`config.mk`:
```
export PLATFORM = sky130hd
export DESIGN_NAME = ladybird_qspi_word_adapter
export DESIGN_NICKNAME = d
export VERILOG_FILES = /design/src/rtl/ladybird_qspi_pkg.sv /design/src/rtl/ladybird_qspi_xact.sv /design/src/rtl/ladybird_qspi_word_adapter.sv
export SDC_FILE = /design/constraint.sdc
export NUM_CORES = 1
export LEC_CHECK = 0
export CAP_MARGIN = 25
export CORE_ASPECT_RATIO = 1.5
export CORE_UTILIZATION = 35
export CTS_BUF_LIST = sky130_fd_sc_hd__clkbuf_4 sky130_fd_sc_hd__clkbuf_8 sky130_fd_sc_hd__clkbuf_16
export DETAILED_ROUTE_END_ITERATION = 8
export GPL_TIMING_DRIVEN = 0
export PLACE_DENSITY_LB_ADDON = 0.1
export SLEW_MARGIN = 20
export SYNTH_ARGS = -nofsm -noshare
export SYNTH_HDL_FRONTEND = slang
export SYNTH_SLANG_ARGS = --single-unit
```
`constraint.sdc`:
```
create_clock -name sck -period 7.6 [get_ports sck]
set_clock_uncertainty 0.15 [all_clocks]
set_input_delay 1.52 -clock sck [delete_from_list [all_inputs] [get_ports sck]]
set_output_delay 1.52 -clock sck [all_outputs]
set_load 0.01 [all_outputs]
```
`src/rtl/ladybird_qspi_pkg.sv`:
```
// Shared definitions for the QSPI word adapter and the flash interface behind it:
// FSM state encoding, control-space command offsets, and small address/strobe helpers.
package ladybird_qspi_pkg;

  // Adapter sequencing states.
  typedef enum logic [3:0] {
    IDLE,
    RD_ISSUE,
    RD_WAIT,
    WREN_ISSUE,
    WREN_WAIT,
    PROG_ISSUE,
    PROG_WAIT,
    POLL_ISSUE,
    POLL_WAIT,
    PASS_ISSUE,
    PASS_WAIT,
    RESP
  } state_t;

  // Address bit that selects control space over flash space.
  localparam int CTRL_SPACE_BIT = 16;

  // Write-in-progress bit of the flash status register.
  localparam int WIP_BIT = 0;

  // Control-space command offsets (addr[2:0]), shared with the flash interface.
  localparam logic [2:0] OFS_REMS0 = 3'b000;
  localparam logic [2:0] OFS_REMS1 = 3'b001;
  localparam logic [2:0] OFS_RDSR  = 3'b010;
  localparam logic [2:0] OFS_RDCR  = 3'b011;
  localparam logic [2:0] OFS_WRR   = 3'b100;
  localparam logic [2:0] OFS_WREN  = 3'b101;

  // Base address of control space.
  localparam logic [31:0] CTRL_BASE = 32'h0001_0000;

  // Byte address inside flash space for byte lane idx of a word address.
  function automatic logic [31:0] flash_byte_addr(input logic [15:0] word_addr,
                                                  input logic [1:0]  idx);
    return {16'd0, word_addr[15:2], idx};
  endfunction

  // Lowest set strobe bit at or above position from.
  // Result[2] = 1 means no such bit; otherwise result[1:0] is its index.
  function automatic logic [2:0] next_strobe(input logic [3:0] strb,
                                             input logic [2:0] from);
    logic [2:0] res;
    res = 3'b100;
    for (int i = 3; i >= 0; i--) begin
      if (strb[i] && (3'(i) >= from)) res = {1'b0, 2'(i)};
    end
    return res;
  endfunction

endpackage

```
`src/rtl/ladybird_qspi_xact.sv`:
```
// Completion tracker for one downstream flash-interface transaction.
// Reads complete on f_data_gnt; writes complete once f_gnt has been seen low
// after issue and has then come back high (the interface went busy and returned idle).
module ladybird_qspi_xact
  import ladybird_qspi_pkg::*;
(
  input  logic sck,
  input  logic nrst,
  input  logic f_req,
  input  logic f_gnt,
  input  logic f_data_gnt,
  input  logic waiting,
  input  logic wait_data,
  output logic done
);

  logic seen_busy;

  // Remember that the interface went busy since the last accepted request.
  // NOTE: sequential state uses non-blocking assignments, and nrst is a synchronous
  // reset sampled only on the sck edge, so it sits inside the clocked branch.
  always_ff @(posedge sck) begin
    if (!nrst) begin
      seen_busy <= 1'b0;
    end else if (f_req && f_gnt) begin
      seen_busy <= 1'b0;
    end else if (waiting && !f_gnt) begin
      seen_busy <= 1'b1;
    end
  end

  assign done = waiting && (wait_data ? f_data_gnt : (seen_busy && f_gnt));

endmodule

```
`src/rtl/ladybird_qspi_word_adapter.sv`:
```
// Word-to-byte adapter in front of the QSPI flash interface (sck domain).
// Flash reads become four byte reads assembled little-endian; flash writes become
// WREN / PROGRAM / RDSR-poll per strobed byte; control-space accesses pass through.
module ladybird_qspi_word_adapter
  import ladybird_qspi_pkg::*;
#(
  parameter int         POLL_MAX      = 1024,
  parameter logic [2:0] CTRL_WREN_OFS = OFS_WREN,
  parameter logic [2:0] CTRL_RDSR_OFS = OFS_RDSR
) (
  input  logic        sck,
  input  logic        nrst,
  input  logic        req,
  output logic        gnt,
  input  logic [31:0] addr,
  input  logic [3:0]  wstrb,
  input  logic [31:0] wdata,
  output logic [31:0] rdata,
  output logic        rvalid,
  output logic        err,
  output logic        f_req,
  input  logic        f_gnt,
  output logic [31:0] f_addr,
  output logic [3:0]  f_wstrb,
  output logic [31:0] f_wdata,
  input  logic [31:0] f_rdata,
  input  logic        f_data_gnt
);

  localparam int            PW        = $clog2(POLL_MAX + 1);
  localparam logic [PW-1:0] POLL_LAST = PW'(POLL_MAX - 1);
  localparam logic [31:0]   WREN_ADDR = CTRL_BASE | {29'd0, CTRL_WREN_OFS};
  localparam logic [31:0]   RDSR_ADDR = CTRL_BASE | {29'd0, CTRL_RDSR_OFS};

  state_t        state;
  logic [15:0]   lat_addr;
  logic [3:0]    lat_wstrb;
  logic [31:0]   lat_wdata;
  logic [1:0]    byte_idx;
  logic [PW-1:0] poll_cnt;

  logic          waiting;
  logic          wait_data;
  logic          done;
  logic          pass_nowait;
  logic [2:0]    first_byte;
  logic [2:0]    next_byte;

  assign waiting   = (state == RD_WAIT)   || (state == WREN_WAIT) ||
                     (state == PROG_WAIT) || (state == POLL_WAIT) ||
                     (state == PASS_WAIT);
  assign wait_data = (state == RD_WAIT) || (state == POLL_WAIT) ||
                     ((state == PASS_WAIT) && (lat_wstrb == 4'd0));

  // Control writes other than WRR/WREN never make the interface busy,
  // so there is no completion to wait for.
  assign pass_nowait = (lat_wstrb != 4'd0) &&
                       !(lat_addr[2:0] inside {OFS_WRR, OFS_WREN});

  assign first_byte = next_strobe(wstrb, 3'd0);
  assign next_byte  = next_strobe(lat_wstrb, {1'b0, byte_idx} + 3'd1);

  ladybird_qspi_xact u_xact (
    .sck        (sck),
    .nrst       (nrst),
    .f_req      (f_req),
    .f_gnt      (f_gnt),
    .f_data_gnt (f_data_gnt),
    .waiting    (waiting),
    .wait_data  (wait_data),
    .done       (done)
  );

  // Main sequencer: accepts a core access, walks its downstream transactions, responds.
  always_ff @(posedge sck) begin
    if (!nrst) begin
      state     <= IDLE;
      gnt       <= 1'b0;
      rvalid    <= 1'b0;
      err       <= 1'b0;
      rdata     <= '0;
      f_req     <= 1'b0;
      f_addr    <= '0;
      f_wstrb   <= '0;
      f_wdata   <= '0;
      lat_addr  <= '0;
      lat_wstrb <= '0;
      lat_wdata <= '0;
      byte_idx  <= '0;
      poll_cnt  <= '0;
    end else begin
      case (state)
        IDLE: begin
          if (gnt && req) begin
            gnt       <= 1'b0;
            lat_addr  <= addr[15:0];
            lat_wstrb <= wstrb;
            lat_wdata <= wdata;
            poll_cnt  <= '0;
            f_req     <= 1'b1;
            if (addr[CTRL_SPACE_BIT]) begin
              f_addr  <= addr;
              f_wstrb <= wstrb;
              f_wdata <= wdata;
              state   <= PASS_ISSUE;
            end else if (wstrb == 4'd0) begin
              byte_idx <= 2'd0;
              f_addr   <= flash_byte_addr(addr[15:0], 2'd0);
              f_wstrb  <= 4'd0;
              f_wdata  <= '0;
              state    <= RD_ISSUE;
            end else begin
              byte_idx <= first_byte[1:0];
              f_addr   <= WREN_ADDR;
              f_wstrb  <= 4'b0001;
              f_wdata  <= '0;
              state    <= WREN_ISSUE;
            end
          end else begin
            gnt <= 1'b1;
          end
        end

        RD_ISSUE: begin
          if (f_gnt) begin
            f_req <= 1'b0;
            state <= RD_WAIT;
          end
        end

        RD_WAIT: begin
          if (done) begin
            rdata[8*byte_idx +: 8] <= f_rdata[7:0];
            if (byte_idx == 2'd3) begin
              rvalid <= 1'b1;
              err    <= 1'b0;
              state  <= RESP;
            end else begin
              byte_idx <= byte_idx + 2'd1;
              f_addr   <= flash_byte_addr(lat_addr, byte_idx + 2'd1);
              f_req    <= 1'b1;
              state    <= RD_ISSUE;
            end
          end
        end

        WREN_ISSUE: begin
          if (f_gnt) begin
            f_req <= 1'b0;
            state <= WREN_WAIT;
          end
        end

        WREN_WAIT: begin
          if (done) begin
            f_addr  <= flash_byte_addr(lat_addr, byte_idx);
            f_wdata <= {24'd0, lat_wdata[8*byte_idx +: 8]};
            f_wstrb <= 4'b0001;
            f_req   <= 1'b1;
            state   <= PROG_ISSUE;
          end
        end

        PROG_ISSUE: begin
          if (f_gnt) begin
            f_req <= 1'b0;
            state <= PROG_WAIT;
          end
        end

        PROG_WAIT: begin
          if (done) begin
            f_addr   <= RDSR_ADDR;
            f_wstrb  <= 4'd0;
            f_wdata  <= '0;
            f_req    <= 1'b1;
            poll_cnt <= '0;
            state    <= POLL_ISSUE;
          end
        end

        POLL_ISSUE: begin
          if (f_gnt) begin
            f_req <= 1'b0;
            state <= POLL_WAIT;
          end
        end

        POLL_WAIT: begin
          if (done) begin
            if (!f_rdata[WIP_BIT]) begin
              if (next_byte[2]) begin
                rvalid <= 1'b1;
                err    <= 1'b0;
                state  <= RESP;
              end else begin
                byte_idx <= next_byte[1:0];
                poll_cnt <= '0;
                f_addr   <= WREN_ADDR;
                f_wstrb  <= 4'b0001;
                f_wdata  <= '0;
                f_req    <= 1'b1;
                state    <= WREN_ISSUE;
              end
            end else if (poll_cnt == POLL_LAST) begin
              poll_cnt <= poll_cnt + PW'(1);
              rvalid   <= 1'b1;
              err      <= 1'b1;
              state    <= RESP;
            end else begin
              poll_cnt <= poll_cnt + PW'(1);
              f_req    <= 1'b1;
              state    <= POLL_ISSUE;
            end
          end
        end

        PASS_ISSUE: begin
          if (f_gnt) begin
            f_req <= 1'b0;
            if (pass_nowait) begin
              rvalid <= 1'b1;
              err    <= 1'b0;
              state  <= RESP;
            end else begin
              state <= PASS_WAIT;
            end
          end
        end

        PASS_WAIT: begin
          if (done) begin
            if (lat_wstrb == 4'd0) rdata <= f_rdata;
            rvalid <= 1'b1;
            err    <= 1'b0;
            state  <= RESP;
          end
        end

        RESP: begin
          rvalid <= 1'b0;
          err    <= 1'b0;
          gnt    <= 1'b1;
          state  <= IDLE;
        end

        default: begin
          state <= IDLE;
        end
      endcase
    end
  end

endmodule
```
==> results of run 1 <==
==> metrics by stage <==
stage	hold WS (ns)	total power, W	utilization, %	cell area, um^2
after floorplan	0.281	0.00215	-	8240
after global placement	0.290	0.00271	46.4	10700
after detailed placement	0.297	0.00272	46.5	10700
after CTS	0.308	0.00364	49.1	11300
after global routing	0.328	0.00381	49.1	11300
final	0.305	0.00362	49.1	11300
==> synthesized netlist by cell type (all sizes together), types with 6 or more instances <==
library cell	n	area [um^2]
a211oi	25	223
a21oi	114	578
a221oi	17	149
a22oi	31	233
and3	6	37.5
buf	23	159
clkbuf	54	203
dfxtp	173	3460
ha	8	100
inv	12	45.0
mux2i	45	463
mux4	8	180
nand2	179	674
nand2b	6	37.5
nand3	43	215
nor2	49	216
nor2b	19	119
nor3	29	155
nor3b	9	67.6
o211ai	9	77.6
o21ai	26	149
==> cell type report <==
class | instances | area share, %
tap | 315 | 3.48
inverter | 12 | 0.398
timing repair buffer | 209 | 18.4
buffer | 77 | 3.19
clock inverter | 14 | 1.46
clock buffer | 18 | 3.88
sequential | 173 | 30.6
multi-input combinational | 700 | 38.6
==> power by group through the flow <==
stage                     Clock, W  Combinational (W)  Sequential, W
after floorplan                  0           0.000976        0.00117
after global placement           0            0.00157        0.00115
after detailed placement         0            0.00157        0.00115
after CTS                 0.000929            0.00158        0.00113
after global routing      0.000968            0.00170        0.00114
final                     0.000913            0.00157        0.00113
==> critical path, stage by stage <==
cell	delay, ns
clkdlybuf4s50_1	0.53
nor4_1	0.59
nor2_1	0.26
nor2_1	0.35
clkbuf_1	0.45
a22oi_1	0.20
a211oi_2	0.25
==> metal layers <==
layer / GRT usage (%) / wire [um]
met1: 25.7 / 11200
met2: 43.8 / 14700
met3: 5.31 / 1590
met4: 8.97 / 738
met5: 0 / 0
==> flip-flops by register name, indices dropped and copies added, names as in the netlist <==
signal            cells
lat_addr             15
state                 4
poll_cnt             11
f_req                 1
lat_wdata            32
lat_wstrb             4
f_addr               32
err                   1
gnt                   1
f_wdata              32
u_xact.seen_busy      1
f_wstrb               4
rvalid                1
rdata                32
byte_idx              2
==> cells by family (layout without fill, tap and decap cells) <==
| logic type | count (synthesis) | count (layout) | synth area share (%) |
|---|---|---|---|
| DFF | 173 | 173 | 42.0 |
| AOI/OAI and AO/OA | 270 | 270 | 22.7 |
| muxes | 54 | 54 | 7.99 |
| xor gates and xnor gates | 2 | 2 | 0.213 |
| buffers and inverters | 89 | 330 | 4.93 |
| and+or+nand+nor | 366 | 366 | 20.9 |
| adders and majority gates | 8 | 8 | 1.21 |
==> worst max path at each step <==
| stage | to | start | slack (ns) |
|---|---|---|---|
| floorplan | f_addr[13]$_SDFFE_PN0P_ | req | 4.51 |
| global route | f_addr[7]$_SDFFE_PN0P_ | wstrb[3] | 3.46 |
| global placement | f_addr[6]$_SDFFE_PN0P_ | wstrb[3] | 3.14 |
| CTS | f_addr[9]$_SDFFE_PN0P_ | wstrb[3] | 3.61 |
| detailed placement | f_addr[9]$_SDFFE_PN0P_ | wstrb[3] | 3.17 |
| finish | f_addr[9]$_SDFFE_PN0P_ | wstrb[3] | 3.65 |
==> metrics.txt, run 1 <==
unrepaired setup endpoints after global routing=no; # rows=68; Sequential Area=roughly 0.0035 mm^2; DRT antenna net count=0; fillers=2304; element type at the critical path end=flop; outcome=complete, no violations; Hold EP=lat_wdata[9]$_SDFFE_PN0P_; first-pass GRT wire length=43700 um; total setup buffers inserted after CTS=0; Clk network pwr share=25.3%; switch share=38.2%; register area share after synthesis=between 40 and 50%; P_sw=roughly 0.0014 W; Hold Crit Class=flop to flop; routed wire length=28200 um; hold_buf cts=0; gp weighted congestion=0.916; DR pass1 iterations=7; maximum root-to-sink buffer count=2; root buf cell=clkbuf_16; detail-routed net length per standard cell=18.6 um; Primary FF master, synth=dfxtp_1; Cells after DPL=roughly 1500; Initial Util=a little over a third; worst reg2reg endpoint=f_addr[14]$_SDFFE_PN0P_; Post-synth ARST share=0%; Final Hold Fails=0; Finished Layout Cells=1518; fin. max-slew vios=0; min Tclk post-route=3.95 ns; total CTS buffers=17; Multi-input gate area=between 0.004 and 0.005 mm^2; Comb pwr share=43.6%; Avg Cell Area, Syn=8.57 um^2; internal power consumption=between 0.002 and 0.0025 W; IO buf count=207; Post-synth EDFFs=0; Crit path required time=7.80 ns; Synth Instances=962; worst slew pin tran=roughly 0.93 ns; initial antenna violation count=0; yosys warns=0; Post-DP HPWL=21300 um; most common cell after layout, fill and taps aside=clkdlybuf4s50_1; core area=roughly 0.023 mm^2; H-tree levels=4; Worst-path clk slew=about 0.07 ns; worst hold stages=2; io pins=209; worst r2r src=byte_idx[1]$_SDFFE_PN0P_; crit path kind=input port to flop; post-CTS sizing=0; Post-Synthesis Cell Area=0.00824 mm^2; Nets=1303; largest net degree at the start of global routing=17; overflow left after global routing=0; Flop pwr share=between 30% and 40%; Peak Freq=253 MHz; Seq cells post-synth=173; Cell variety after synth=76; Place WS=3.17 ns; vias in the first global route=7851; clk sinks=173; aggregate global-route resource usage=about a quarter; ratio of cells with drive above 1 in the final layout=7.73%; First DRT Iteration DRCs=410; fin crit share=52.0%; Worst-Skew Late Latency=0.44 ns; worst-path fanout max=10; reg2reg setup slack=4.00 ns; die height=roughly 190 um; area added between synthesis and finish=37.4%; start point of the worst hold path=lat_wdata[9]$_SDFFE_PN0P_; most frequent cells in the layout=clkdlybuf4s50_1 (207), nand2_1 (178), dfxtp_1 (173); Max-Cap Viols=0; TritonCTS clock tree=yes; Pwr Density=319 mW/mm^2; n_diodes=0; Rel. slew slack=38.1%; Syn Nets=1075; startpoint type of the worst setup path=input port; WP data arrival=4.16 ns; drc violations=0; via count=7994; via/cell ratio=5.27; Final setup viols=0; Die ar.=0.0242 mm^2; R2R cell count=11; Leakage=3.85 nW; setup tns final=0 ns; Die Wd=about 130 um; final setup margin=3.65 ns; Worst IR Drop VDD=between 0.00015 and 0.0002 V
No activity file was read; power rests on OpenSTA's default activity.
==> inputs of run 2 (changes only) <==
Clock period 7.6 ns to 3.2 ns, I/O delays scaled along.
==> run 2 against run 1 <==
Die area is the same. Count of clock-buffer cells in the layout is the same. Combinational power grew 140%. Sequential share of layout area shrank 0.053 points. Wire length is essentially flat. Worst hold slack is essentially flat. Setup slack lost 3.4 ns. Cell count is the same. Largest cell class unchanged. Critical endpoint is now f_addr[15]$_SDFFE_PN0P_.
==> metrics.txt, run 2 (synthesized netlist as in run 1, its figures left out) <==
outcome=complete, no violations; H-tree levels=4 (unchanged); Peak Freq=roughly 330 MHz; routed wire length=28200 um (about the same); worst-path cell chain=buf_6, inv_1, ha_2, o21a_1, or3_1, o21ba_2, o211a_1, clkbuf_1, buf_4, a21oi_1, a211oi_2; Worst IR Drop VDD=0.000416 V (+140%); Initial Util=35.7% (unchanged); Place WS=-0.357 ns (-3.53 ns); worst r2r src=byte_idx[1]$_SDFFE_PN0P_; detail-routed net length per standard cell=18.6 um (about the same); maximum root-to-sink buffer count=2 (unchanged); total CTS buffers=17 (unchanged); core area=0.0231 mm^2 (unchanged); DRT antenna net count=0 (unchanged); Hold Crit Class=flop to flop; start point of the worst hold path=lat_wdata[9]$_SDFFE_PN0P_; Crit path required time=3.34 ns (-4.46 ns); Cells after DPL=1485 (unchanged); via count=8002 (+0.10%); io pins=209 (unchanged); Rel. slew slack=37.8% (-0.30 points); most frequent cells in the layout=clkdlybuf4s50_1 (207), nand2_1 (178), dfxtp_1 (172); Finished Layout Cells=1518 (unchanged); root buf cell=clkbuf_16; Final Hold Fails=0 (unchanged); Worst path top cell family by delay=compound AO/OA/AOI/OAI gates; element type at the critical path end=flop; fin. max-slew vios=0 (unchanged); Nets=1303 (unchanged); aggregate global-route resource usage=23.6% (unchanged); Die ar.=0.0242 mm^2 (unchanged); First DRT Iteration DRCs=400 (-2.4%); TritonCTS clock tree=yes; # rows=68 (unchanged); Worst path max stage delay=0.40 ns (-0.19 ns); CP Depth=11 (+4); hold_buf cts=0 (unchanged); most common cell after layout, fill and taps aside=clkdlybuf4s50_1; overflow left after global routing=0 (unchanged); Die Wd=127 um (unchanged); startpoint type of the worst setup path=flop; Fin Hold WS=0.305 ns (-0.00000200 ns); sum of buffers and inverters on the critical path=4 (+2); Post-DP HPWL=21300 um (unchanged); largest net degree at the start of global routing=17 (unchanged); worst slew pin tran=0.932 ns (+0.00443 ns); crit path kind=flop to flop; total setup buffers inserted after CTS=0 (unchanged); gp weighted congestion=0.916 (unchanged); Worst-Skew Late Latency=0.44 ns (about the same); vias in the first global route=7849 (-0.025%); Pwr Density=758 mW/mm^2 (+140%); drc violations=0 (unchanged); reg2reg setup slack=0.20 ns (-3.80 ns); min Tclk post-route=around 3 ns; area added between synthesis and finish=37.7%; unrepaired setup endpoints after global routing=no; Hold EP=lat_wdata[9]$_SDFFE_PN0P_; final setup margin=0.199 ns (-3.45 ns); initial antenna violation count=0 (unchanged); n_diodes=0 (unchanged); Worst-path clk slew=0.07 ns (about the same); WP data arrival=3.14 ns (-1.02 ns); worst-path fanout max=10 (unchanged); Max-Cap Viols=0 (unchanged); Crit-path slowest cell=dfxtp_1; fin crit share=93.8%; ratio of cells with drive above 1 in the final layout=8.15% (+0.42 points); worst reg2reg endpoint=f_addr[15]$_SDFFE_PN0P_; Final setup viols=0 (unchanged); Leakage=3.85 nW (+0.15%); IO buf count=207 (unchanged); DR pass1 iterations=5 (-2); die height=190 um (unchanged); clk sinks=173 (unchanged); R2R cell count=11 (unchanged); first-pass GRT wire length=43700 um (about the same); via/cell ratio=5.27 (+0.10%); worst hold stages=2 (unchanged)
run 2: cell types whose count changed in the layout (fill, tap and decap cells not counted), sizes merged:
cell,before,now
buf,25,26
clkbuf,72,71
run 2: metal layers:
layer | global-route usage (%) | share of wire, % | up-vias | routed length, um
li1 | - | - | 3934 | -
met1 | 25.7 | 40 | 3765 | 11200
met3 | 5.34 | 5.5 | 40 | 1560
met4 | 8.97 | 2.6 | 0 | 735
met2 | 43.8 | 52 | 263 | 14700
met5 | 0 | 0 | - | 0
run 2: worst max-delay path by stage:
stage / from / end
after floorplan: byte_idx[1]$_SDFFE_PN0P_ / f_addr[13]$_SDFFE_PN0P_
after global placement: wstrb[3] / f_addr[6]$_SDFFE_PN0P_
after detailed placement: byte_idx[1]$_SDFFE_PN0P_ / f_addr[15]$_SDFFE_PN0P_
after CTS: byte_idx[1]$_SDFFE_PN0P_ / f_addr[15]$_SDFFE_PN0P_
after global routing: byte_idx[1]$_SDFFE_PN0P_ / f_addr[13]$_SDFFE_PN0P_
final: byte_idx[1]$_SDFFE_PN0P_ / f_addr[15]$_SDFFE_PN0P_
run 2: cell type report:
cell class / instances / area [um^2]
Buffer: 77 / 372
Clock buffer: 18 / 439
Clock inverter: 14 / 165
Fill cell: 2300 / 11700
Inverter: 12 / 45.0
Multi-Input combinational cell: 700 / 4380
Sequential cell: 173 / 3460
Tap cell: 315 / 394
Timing Repair Buffer: 209 / 2080
run 2: repair_timing:
| item | CTS | global route |
|---|---|---|
| pin swaps | 0 | 0 |
| gates resized for setup | 2 | 9 |
| setup endpoints to repair | 78 | 14 |
run 2: worst register-to-register path, cell delays in order (launching register included):
cell and delay (ns):
dfxtp_1 0.40, buf_6 0.19, inv_1 0.12, ha_2 0.23, o21a_1 0.20, or3_1 0.38, o21ba_2 0.28, o211a_1 0.22
clkbuf_1 0.20, buf_4 0.24, a21oi_1 0.19, a211oi_2 0.06
run 2: report_power, final:
group	switching, W	internal [W]
Clock	0.000919	0.00125
Combinational	0.00216	0.00159
Sequential	0.000196	0.00248
Total	0.00328	0.00532
run 2: through the flow:
step | utilization [%] | power [W] | setup TNS (ns) | area [um^2]
after floorplan | - | 0.00510 | 0 | 8240
after global placement | 46.4 | 0.00645 | -7.09 | 10700
after detailed placement | 46.5 | 0.00646 | -9.59 | 10700
after CTS | 49.1 | 0.00865 | 0 | 11300
after global routing | 49.2 | 0.00907 | 0 | 11300
final | 49.2 | 0.00860 | 0 | 11300
==> inputs of run 3 (changes only) <==
Settings changed: CORE_UTILIZATION 35 to 45.
==> run 3 against run 2 <==
First-iteration DRC count grew 23%. Non-clock buffer count shrank 1. Core utilization grew 13 points. Via count grew 1.1%. Wire length shrank 1.8%. Global-route usage grew 6.2 points.
==> metrics.txt, run 3 (synthesized netlist as in run 1, its figures left out) <==
outcome=complete, no violations; n_diodes=0 (unchanged); aggregate global-route resource usage=29.8% (+6.2 points); reg2reg setup slack=0.16 ns (-0.04 ns); Crit path required time=3.34 ns (about the same); Worst IR Drop VDD=0.000413 V (-0.70%); Die Wd=112 um (-12%); Rel. slew slack=29.1% (-8.7 points); fillers=1602 (-30%); worst r2r src=byte_idx[1]$_SDFFE_PN0P_; via/cell ratio=5.71 (+8.3%); detail-routed net length per standard cell=19.5 um (+5.2%); clk sinks=173 (unchanged); unrepaired setup endpoints after global routing=no; DRT antenna net count=0 (unchanged); startpoint type of the worst setup path=flop; worst hold stages=2 (unchanged); total setup buffers inserted after CTS=0 (unchanged); worst-path fanout max=10 (unchanged); Hold EP=lat_wdata[16]$_SDFFE_PN0P_; most common cell after layout, fill and taps aside=clkdlybuf4s50_1; start point of the worst hold path=lat_wdata[16]$_SDFFE_PN0P_; final setup margin=0.163 ns (-0.0358 ns); Die ar.=0.0189 mm^2 (-22%); Power, Total=0.00866 W (+0.75%); die height=168 um (-12%); core area=0.0179 mm^2 (-22%); First DRT Iteration DRCs=491 (+23%); Place WS=-0.443 ns (-0.0866 ns); Final Hold Fails=0 (unchanged); R2R cell count=10 (-1); vias in the first global route=8114 (+3.4%); Hold Crit Class=flop to flop; most frequent cells in the layout=clkdlybuf4s50_1 (207), nand2_1 (178), dfxtp_1 (173); IO buf count=207 (unchanged); min Tclk post-route=3.04 ns (+0.0358 ns); Worst-path clk slew=0.07 ns (about the same); worst-path cell chain=clkbuf_8, inv_1, ha_1, o21a_1, or3_1, o21ba_2, o211a_1, buf_4, a21oi_1, a211oi_2; Worst-Skew Late Latency=0.43 ns (about the same); fin crit share=94.9% (+1.1 points); Clk network pwr share=25.5% (+0.3 points); Peak Freq=329 MHz (-1.2%); root buf cell=clkbuf_16; Flop pwr share=30.9% (-0.3 points); first-pass GRT wire length=43300 um (-0.77%); Multi-input gate area=0.00438 mm^2 (about the same); routed wire length=27700 um (-1.8%); worst reg2reg endpoint=f_addr[10]$_SDFFE_PN0P_; initial antenna violation count=0 (unchanged); worst slew pin tran=1.05 ns (+0.123 ns); Leakage=3.86 nW (+0.11%); total CTS buffers=17 (unchanged); WP data arrival=3.17 ns (+0.03 ns); DR pass1 iterations=7 (+2); internal power consumption=0.00534 W (+0.34%); Comb pwr share=43.6% (about the same); fin. max-slew vios=0 (unchanged); Post-DP HPWL=20900 um (-1.7%); Final setup viols=0 (unchanged); TritonCTS clock tree=yes; Crit-path slowest cell=dfxtp_1; switch share=38.4% (+0.25 points); drc violations=0 (unchanged); io pins=209 (unchanged); post-route cell area=0.0112 mm^2 (-0.94%); crit path kind=flop to flop; element type at the critical path end=flop; Initial Util=45.9% (+10 points); Sequential Area=0.00346 mm^2 (about the same); Critical Path Start=byte_idx[1]$_SDFFE_PN0P_; Nets=1302 (-0.077%); via count=8093 (+1.1%); gp weighted congestion=0.950 (+3.8%); area added between synthesis and finish=36.4%; largest net degree at the start of global routing=17 (unchanged); Placed Area=0.0106 mm^2 (-1.2%); P_sw=0.00332 W (+1.4%); ratio of cells with drive above 1 in the final layout=7.91% (-0.24 points); Max-Cap Viols=0 (unchanged); overflow left after global routing=0 (unchanged); H-tree levels=4 (unchanged); maximum root-to-sink buffer count=2 (unchanged); Pwr Density=771 mW/mm^2 (+1.7%); Worst path max stage delay=0.40 ns (about the same); # rows=60 (-12%)
[run 3: changes by cell type in the layout (fill, tap and decap cells not counted), sizes merged]
cell | previous run | this run
clkinv | 7 | 1
inv | 14 | 19
buf | 26 | 25
[run 3: repair_timing]
action                     CTS  global route
gates resized for setup      3             5
pin swaps                    0             0
hold buffers                 0             0
setup endpoints to repair   84            17
hold endpoints to repair     0             0
[run 3: how the worst max path moves through the flow]
stage | slack [ns] | to | cells past startpoint
after global routing | 0.01 | f_addr[11]$_SDFFE_PN0P_ | 10
final | 0.16 | f_addr[10]$_SDFFE_PN0P_ | 10
after detailed placement | -0.44 | f_addr[15]$_SDFFE_PN0P_ | 11
after CTS | 0.05 | f_addr[15]$_SDFFE_PN0P_ | 10
after global placement | -0.43 | f_addr[11]$_SDFFE_PN0P_ | 11
after floorplan | 0.25 | f_addr[13]$_SDFFE_PN0P_ | 11
[run 3: metal layers]
layer	vias to the layer above	share of wire, %	GRT usage, %
met1	3744	37	30.3
met2	339	51	55.2
li1	3907	-	-
met3	103	5.9	6.26
met4	0	6.0	18.1
met5	-	0	0
[run 3: cell type report]
type | instances | share of cell area (%)
Buffer | 76 | 3.30
Timing Repair Buffer | 209 | 18.6
Sequential cell | 173 | 30.8
Clock inverter | 13 | 1.57
Clock buffer | 18 | 3.91
Multi-Input combinational cell | 700 | 39.0
Inverter | 12 | 0.401
Tap cell | 217 | 2.42
[run 3: through the flow]
step                      util [%]  hold WS, ns  setup TNS [ns]  cells
after detailed placement      59.0        0.295          -15.62   1386
after floorplan                  -        0.281               0    962
after global routing          62.6        0.319               0   1418
after CTS                     62.5        0.305               0   1417
after global placement        59.0        0.290          -14.14   1386
final                         62.6        0.303               0   1418
[run 3: worst max-delay path: cells and delay by family (launching register included)]
kind                       cells  cell delay (ns)
AOI/OAI and AO/OA              5             1.09
and+or+nand+nor                1             0.40
buffers and inverters          3             0.57
DFF                            1             0.40
adders and majority gates      1             0.27
[run 3: power by group through the flow]
| stage | combinational [W] | clock, W | sequential (W) |
|---|---|---|---|
| after floorplan | 0.00232 | 0 | 0.00278 |
| after global placement | 0.00371 | 0 | 0.00272 |
| after detailed placement | 0.00372 | 0 | 0.00272 |
| after CTS | 0.00374 | 0.00224 | 0.00268 |
| after global routing | 0.00404 | 0.00232 | 0.00272 |
| final | 0.00377 | 0.00221 | 0.00268 |
